**src/rtl/gray_to_binary_tracker_pkg.sv**
```systemverilog
// Shared types and helpers for the Gray-code receive tracker.
// Holds the tracker FSM states and a width-agnostic Gray-to-binary decoder.
package gray_to_binary_tracker_pkg;

  localparam int unsigned GRAY_MAX_W = 32;

  typedef enum logic [1:0] {
    ACQ     = 2'd0,
    TRACK   = 2'd1,
    CONFIRM = 2'd2
  } trk_state_e;

  // Zero-extended codes decode correctly, so one 32-bit routine serves any width up to 32.
  function automatic logic [GRAY_MAX_W-1:0] gray2bin(input logic [GRAY_MAX_W-1:0] g);
    logic [GRAY_MAX_W-1:0] b;
    b[GRAY_MAX_W-1] = g[GRAY_MAX_W-1];
    for (int i = GRAY_MAX_W - 2; i >= 0; i--) begin
      b[i] = b[i+1] ^ g[i];
    end
    return b;
  endfunction

endpackage

```
**src/rtl/gray_to_binary_tracker_if.sv**
```systemverilog
// Bus between a Gray-code source/controller (master) and the tracker (slave).
interface gray_to_binary_tracker_if #(
  parameter int unsigned WIDTH = 4,
  parameter int unsigned POS_W = 16
);
  logic [WIDTH-1:0] gray_in;
  logic             en;
  logic             clr;
  logic [WIDTH-1:0] bin_out;
  logic             bin_valid;
  logic             step_up;
  logic             step_dn;
  logic             jump_err;
  logic [POS_W-1:0] position;

  modport master (
    output gray_in, en, clr,
    input  bin_out, bin_valid, step_up, step_dn, jump_err, position
  );

  modport slave (
    input  gray_in, en, clr,
    output bin_out, bin_valid, step_up, step_dn, jump_err, position
  );
endinterface

```
**src/rtl/gray_to_binary_tracker_sync_2ff.sv**
```systemverilog
// Two-flop synchroniser for a multi-bit Gray bus; Gray coding keeps the sampled word coherent.
module gray_to_binary_tracker_sync_2ff #(
  parameter int unsigned WIDTH = 4
) (
  input  logic             clk,
  input  logic             rst,
  input  logic [WIDTH-1:0] d_i,
  output logic [WIDTH-1:0] q_o
);

  logic [WIDTH-1:0] s1_q;
  logic [WIDTH-1:0] s2_q;

  always_ff @(posedge clk or posedge rst) begin
    if (rst) begin
      s1_q <= '0;
      s2_q <= '0;
    end else begin
      s1_q <= d_i;
      s2_q <= s1_q;
    end
  end

  assign q_o = s2_q;

endmodule

```
**src/rtl/gray_to_binary_tracker.sv**
```systemverilog
// Gray-code receive tracker: sync, decode, step/jump detection and signed position count.
// Optional GRAY_TRK_FILTER_EN: a changed code must be seen on two consecutive enabled cycles.
module gray_to_binary_tracker
  import gray_to_binary_tracker_pkg::*;
#(
  parameter int unsigned WIDTH = 4,
  parameter int unsigned POS_W = 16
) (
  input  logic                      clk,
  input  logic                      rst,
  gray_to_binary_tracker_if.slave   bus_if
);

  logic [WIDTH-1:0] gray_sync_c;
  logic [WIDTH-1:0] dec_c;
  logic [WIDTH-1:0] delta_c;
  logic             up_c;
  logic             dn_c;
  logic             accept_c;

  trk_state_e       state_q;
  logic [WIDTH-1:0] bin_q;
  logic             valid_q;
  logic             step_up_q;
  logic             step_dn_q;
  logic             jump_err_q;
  logic [POS_W-1:0] pos_q;
`ifdef GRAY_TRK_FILTER_EN
  logic [WIDTH-1:0] cand_q;
`endif

  gray_to_binary_tracker_sync_2ff #(.WIDTH(WIDTH)) u_sync (
    .clk (clk),
    .rst (rst),
    .d_i (bus_if.gray_in),
    .q_o (gray_sync_c)
  );

  assign dec_c   = WIDTH'(gray2bin(GRAY_MAX_W'(gray_sync_c)));
  assign delta_c = dec_c - bin_q;
  assign up_c    = (delta_c == WIDTH'(1));
  assign dn_c    = (delta_c == '1);

  // A new code is committed from TRACK directly, or from CONFIRM once the candidate repeats.
`ifdef GRAY_TRK_FILTER_EN
  assign accept_c = (state_q == CONFIRM) && (dec_c == cand_q);
`else
  assign accept_c = (state_q == TRACK) && (delta_c != '0);
`endif

  always_ff @(posedge clk or posedge rst) begin
    if (rst) begin
      state_q    <= ACQ;
      bin_q      <= '0;
      valid_q    <= 1'b0;
      step_up_q  <= 1'b0;
      step_dn_q  <= 1'b0;
      jump_err_q <= 1'b0;
      pos_q      <= '0;
`ifdef GRAY_TRK_FILTER_EN
      cand_q     <= '0;
`endif
    end else begin
      step_up_q  <= 1'b0;
      step_dn_q  <= 1'b0;
      jump_err_q <= 1'b0;
      if (bus_if.clr) begin
        pos_q   <= '0;
        valid_q <= 1'b0;
        state_q <= ACQ;
`ifdef GRAY_TRK_FILTER_EN
        cand_q  <= '0;
`endif
      end else if (bus_if.en) begin
        if (accept_c) begin
          bin_q      <= dec_c;
          step_up_q  <= up_c;
          step_dn_q  <= dn_c;
          jump_err_q <= !(up_c || dn_c);
          if (up_c) begin
            pos_q <= pos_q + POS_W'(1);
          end else if (dn_c) begin
            pos_q <= pos_q - POS_W'(1);
          end
        end
        case (state_q)
          ACQ: begin
            bin_q   <= dec_c;
            valid_q <= 1'b1;
            state_q <= TRACK;
          end
`ifdef GRAY_TRK_FILTER_EN
          TRACK: begin
            if (delta_c != '0) begin
              cand_q  <= dec_c;
              state_q <= CONFIRM;
            end
          end
          // Commit on a repeat, abandon on a return to the held code, else chase the new code.
          CONFIRM: begin
            if ((dec_c == cand_q) || (dec_c == bin_q)) begin
              state_q <= TRACK;
            end else begin
              cand_q <= dec_c;
            end
          end
`else
          TRACK:   state_q <= TRACK;
`endif
          default: state_q <= ACQ;
        endcase
      end
    end
  end

  assign bus_if.bin_out   = bin_q;
  assign bus_if.bin_valid = valid_q;
  assign bus_if.step_up   = step_up_q;
  assign bus_if.step_dn   = step_dn_q;
  assign bus_if.jump_err  = jump_err_q;
  assign bus_if.position  = pos_q;

endmodule
```
**src/flat_wrapper.sv**
```systemverilog
// flat-port wrapper written by rule: the top's interface ports become plain ports
module gray_to_binary_tracker_flat import gray_to_binary_tracker_pkg::*;
#(
  parameter int unsigned WIDTH = 4,
  parameter int unsigned POS_W = 16
)
  (clk, rst, bus_if_gray_in, bus_if_en, bus_if_clr, bus_if_bin_out, bus_if_bin_valid, bus_if_step_up, bus_if_step_dn, bus_if_jump_err, bus_if_position);
  gray_to_binary_tracker_if #(.WIDTH(WIDTH), .POS_W(POS_W)) bus_if_i ();
  input  logic clk;
  input  logic rst;
  input wire logic [$bits(bus_if_i.gray_in)-1:0] bus_if_gray_in;
  input wire logic [$bits(bus_if_i.en)-1:0] bus_if_en;
  input wire logic [$bits(bus_if_i.clr)-1:0] bus_if_clr;
  output wire logic [$bits(bus_if_i.bin_out)-1:0] bus_if_bin_out;
  output wire logic [$bits(bus_if_i.bin_valid)-1:0] bus_if_bin_valid;
  output wire logic [$bits(bus_if_i.step_up)-1:0] bus_if_step_up;
  output wire logic [$bits(bus_if_i.step_dn)-1:0] bus_if_step_dn;
  output wire logic [$bits(bus_if_i.jump_err)-1:0] bus_if_jump_err;
  output wire logic [$bits(bus_if_i.position)-1:0] bus_if_position;
  assign bus_if_i.gray_in = bus_if_gray_in;
  assign bus_if_i.en = bus_if_en;
  assign bus_if_i.clr = bus_if_clr;
  assign bus_if_bin_out = bus_if_i.bin_out;
  assign bus_if_bin_valid = bus_if_i.bin_valid;
  assign bus_if_step_up = bus_if_i.step_up;
  assign bus_if_step_dn = bus_if_i.step_dn;
  assign bus_if_jump_err = bus_if_i.jump_err;
  assign bus_if_position = bus_if_i.position;
  gray_to_binary_tracker #(.WIDTH(WIDTH), .POS_W(POS_W)) u_core (.clk(clk), .rst(rst), .bus_if(bus_if_i));
endmodule
```
**config.mk**
```make
export PLATFORM = sky130hd
export DESIGN_NAME = gray_to_binary_tracker_flat
export DESIGN_NICKNAME = d
export VERILOG_FILES = /design/src/rtl/gray_to_binary_tracker_pkg.sv /design/src/rtl/gray_to_binary_tracker_if.sv /design/src/rtl/gray_to_binary_tracker_sync_2ff.sv /design/src/rtl/gray_to_binary_tracker.sv /design/src/flat_wrapper.sv
export SDC_FILE = /design/constraint.sdc
export NUM_CORES = 1
export LEC_CHECK = 0
export CAP_MARGIN = 10
export CORE_MARGIN = 2
export CORE_UTILIZATION = 35
export DETAILED_ROUTE_END_ITERATION = 7
export GPL_TIMING_DRIVEN = 0
export PLACE_DENSITY_LB_ADDON = 0.3
export SYNTH_ARGS = -nofsm -noshare
export SYNTH_HDL_FRONTEND = slang
export SYNTH_HIERARCHICAL = 1
export SYNTH_SLANG_ARGS = --single-unit
```
**constraint.sdc**
```tcl
create_clock -name clk -period 4.45 [get_ports clk]
set_input_delay 0.89 -clock clk [delete_from_list [all_inputs] [get_ports clk]]
set_output_delay 0.89 -clock clk [all_outputs]
set_load 0.02 [all_outputs]
```
==> run_results.csv <==
group,metric,value,unit
timing,tightest_slew,0.994,ns
cells_and_area,areaGrowthSynthToFinish,31.9,%
place,portBuffers,31,
logic_synthesis,yosys-top-cells-area,"dfrtp_1 40%, ha_1 12%, mux2i_1 4.4%, xor2_1 3.9%, a21oi_1 3.7%",
global_route,antenna_found_initial,0,
critical_path,max_stage_delay,0.40,ns
logic_synthesis,async_flop_share,100,%
critical_path,critPathBufInv,2,
timing,fmax,233,MHz
clocking,cts_root_buffer,"clkbuf_8",
route,ant_nets,0,
critical_path,cp_top_family,"adder cells",
clocking,cts_sinks,33,
critical_path,critical_path_class,"register to register",
logic_synthesis,mappedNetlistNets,230,
floorplanning,rows,27,
global_route,grt-ovfl-total,0,
clocking,clkTransAtPathRegs,0.07,ns
route,wl_per_cell,14.1,um
route,finalWirelength,4600,um
cells_and_area,nNetsFinal,283,
hold_path,hold_class,"register to register",
critical_path,end_kind,"register",
floorplanning,die_h,80.5,um
clocking,cts_max_path_buffers,2,
timing,fin_skew,0.00465,ns
place,dp_hpwl,3020,um
logic_synthesis,synth_warnings,6,
logic_synthesis,ys_seq_area_share,40.4,%
clocking,cts.htree.levels,2,
global_route,met2_usage,23.3,%
global_route,gr-usage-met1,19.1,%
logic_synthesis,syn_area,2050,um^2
timing,max_slew_margin,33.7,%
cells_and_area,fin_cells,327,
cells_and_area,diodes,0,
global_route,grt_pass1_vias,1573,
global_route,top_usage_layer,"met2",
logic_synthesis,synth_edf_count,0,
cells_and_area,fillers,535,
logic_synthesis,synthTopCellsByCount,"33 x dfrtp_1, 19 x ha_1, 19 x nor2_1",
timing,hold_viol,0,
critical_path,arrival,4.48,ns
floorplanning,core,5570,um^2
timing,setup_ws,0.163,ns
logic_synthesis,synthFlopType,"dfrtp_1",
logic_synthesis,synth_most_common_cell,"dfrtp_1",
logic_synthesis,ys_seq_elements,33,
place,dpl.cell_count,304,
critical_path,cpMaxStageDelayCell,"dfrtp_1",
timing,setup_viol,0,
clocking,numCtsBuffers,5,
status,outcome,"finished, final reports clean",
power,powerDensity,481,nW/um^2
logic_synthesis,synth_cell_types,44,
global_route,grt_usage,14.6,%
floorplanning,die_w,80.5,um
power,irDropWorstVdd,0.163,mV
critical_path,critPathLaunchType,"register",
power,power.leakage,0.00122,uW
floorplanning,fp.dieArea,6470,um^2
clocking,clkLatencyLatePin,0.29,ns
floorplanning,pin_count,32,
logic_synthesis,syn-instance-count,201,
logic_synthesis,yosys.area.top_type,"dfrtp_1",
run,maxCapViolations,0,
critical_path,critPathRequiredTime,4.64,ns
timing,period_minus_slack,4.29,ns
cells_and_area,drive_gt1_share,14.9,%
floorplanning,start_util,36.7,%
logic_synthesis,synth_top_area_share,40.4,%
route,vias_per_cell,5.01,
route,vias,1639,
clocking,cts_tree,"done",
critical_path,crit_fanout,8,
timing,hold-worst-slack,0.350,ns
global_route,grt_use_met3,3.71,%
critical_path,crit_chain,"xor2_2 > xnor2_2 > xor2_1 > ha_1 > fa_1 > xor2_1 > o211ai_1 > or2_4 > buf_4 > buf_4 > fa_1 > nand3_1 > a21oi_1 > o211ai_1 > a21oi_1 > or3_1 > a31o_2",
timing,finalMaxSlewViolations,0,
place,post-place-ws,-0.475,ns
route,drc,0,
place,gp_congestion,0.861,
global_route,grt_first_pass_wirelength,7310,um
route,drtPass1Iterations,4,
timing,fin_crit_sh,96.3,%
route,drt_iter0_markers,65,
global_route,grt_max_degree,26,
logic_synthesis,syn_avg_cell_area,10.2,um^2
[stage by stage]
step	area, um^2	utilization (%)	setup TNS (ns)	total power, uW
global placement	2450	43.9	-0.610	910
finish	2700	48.4	0	1300
CTS	2590	46.5	0	1230
detailed placement	2450	43.9	-0.742	918
global route	2700	48.4	-0.131	1390
floorplan	2050	-	0	784
[cell families after synthesis]
logic type                 share of synthesized area (%)
adders and majority gates                           13.6
AOI/OAI and AO/OA                                   16.5
DFF                                                 40.4
buffers and inverters                               2.57
xor gates and xnor gates                            6.85
and+or+nand+nor                                     14.1
muxes                                               6.06
[area by class of cell]
class	count	area, um^2	share of cell area, %
plain buffers	4	26.3	0.974
clock buffers	5	68.8	2.55
clock inverters	3	46.3	1.72
inverters	7	26.3	0.974
multi-input cells	158	1200	44.5
flip-flops and latches	33	826	30.6
well taps	72	90.1	3.34
repair buffers	45	415	15.4
[timing repair]
item	4_1_cts	5_1_grt
endpoints found under the setup margin	7	2
hold buffers	0	0
pin swaps	2	8
resized for setup	3	3
cloned	0	1
buffers inserted	2	12
[power by group]
part           leakage [uW]  internal, uW  switching [uW]  total (uW)
logic              0.000733           314             348         662
registers          0.000430           326            22.8         348
clock network     0.0000543           168             121         289
[layer usage]
metal | vias up | wire length, um
li1 | 828 | -
met1 | 772 | 2120
met2 | 32 | 2210
met3 | 7 | 188
met4 | 0 | 80
met5 | - | 0
[cell usage in the layout (no fill, tap or decap), drive strengths merged, types with 2 or more instances in the layout]
master,synthesis,final
mux2i,9,9
buf,2,16
inv,7,7
nand3,4,4
o211ai,4,4
or2,1,2
dfrtp,33,33
nor3,4,4
nor2,20,20
xor2,9,9
mux2,3,3
clkbuf,2,7
and3,3,3
a31o,3,3
ha,19,19
o21ai,10,10
a21o,5,5
o2bb2ai,2,2
xnor2,7,7
nor3b,2,2
clkdlybuf4s50,0,31
nand2,14,14
fa,2,2
a211oi,2,2
or3,2,2
a21oi,16,16
nand3b,2,2
nor2b,3,3
[flip-flops by register name, summed over array words and instances (netlist names)]
register,cells
u_core/bus_if.step_dn,1
u_core/bus_if.step_up,1
u_core/bus_if.bin_valid,1
u_core/bus_if.jump_err,1
u_core/state_q,1
u_core/u_sync/s1_q,4
u_core/bus_if.position,16
u_core/u_sync/q_o,4
u_core/bus_if.bin_out,4
[path summary, 6_finish.rpt]
path	from	end	slack [ns]	cells past startpoint
min	u_core/u_sync/s1_q[3]	u_core/u_sync/q_o[3]	0.35	0
max	u_core/u_sync/q_o[2]	u_core/bus_if.position[12]	0.16	17
min reg2reg	u_core/u_sync/s1_q[3]	u_core/u_sync/q_o[3]	0.35	0
max reg2reg	u_core/u_sync/q_o[2]	u_core/bus_if.position[12]	0.16	17
min in group asynchronous	rst	u_core/u_sync/q_o[0]	0.86	2
max in group asynchronous	rst	u_core/bus_if.step_up	2.68	2
Power figures use the tool's default switching activity.
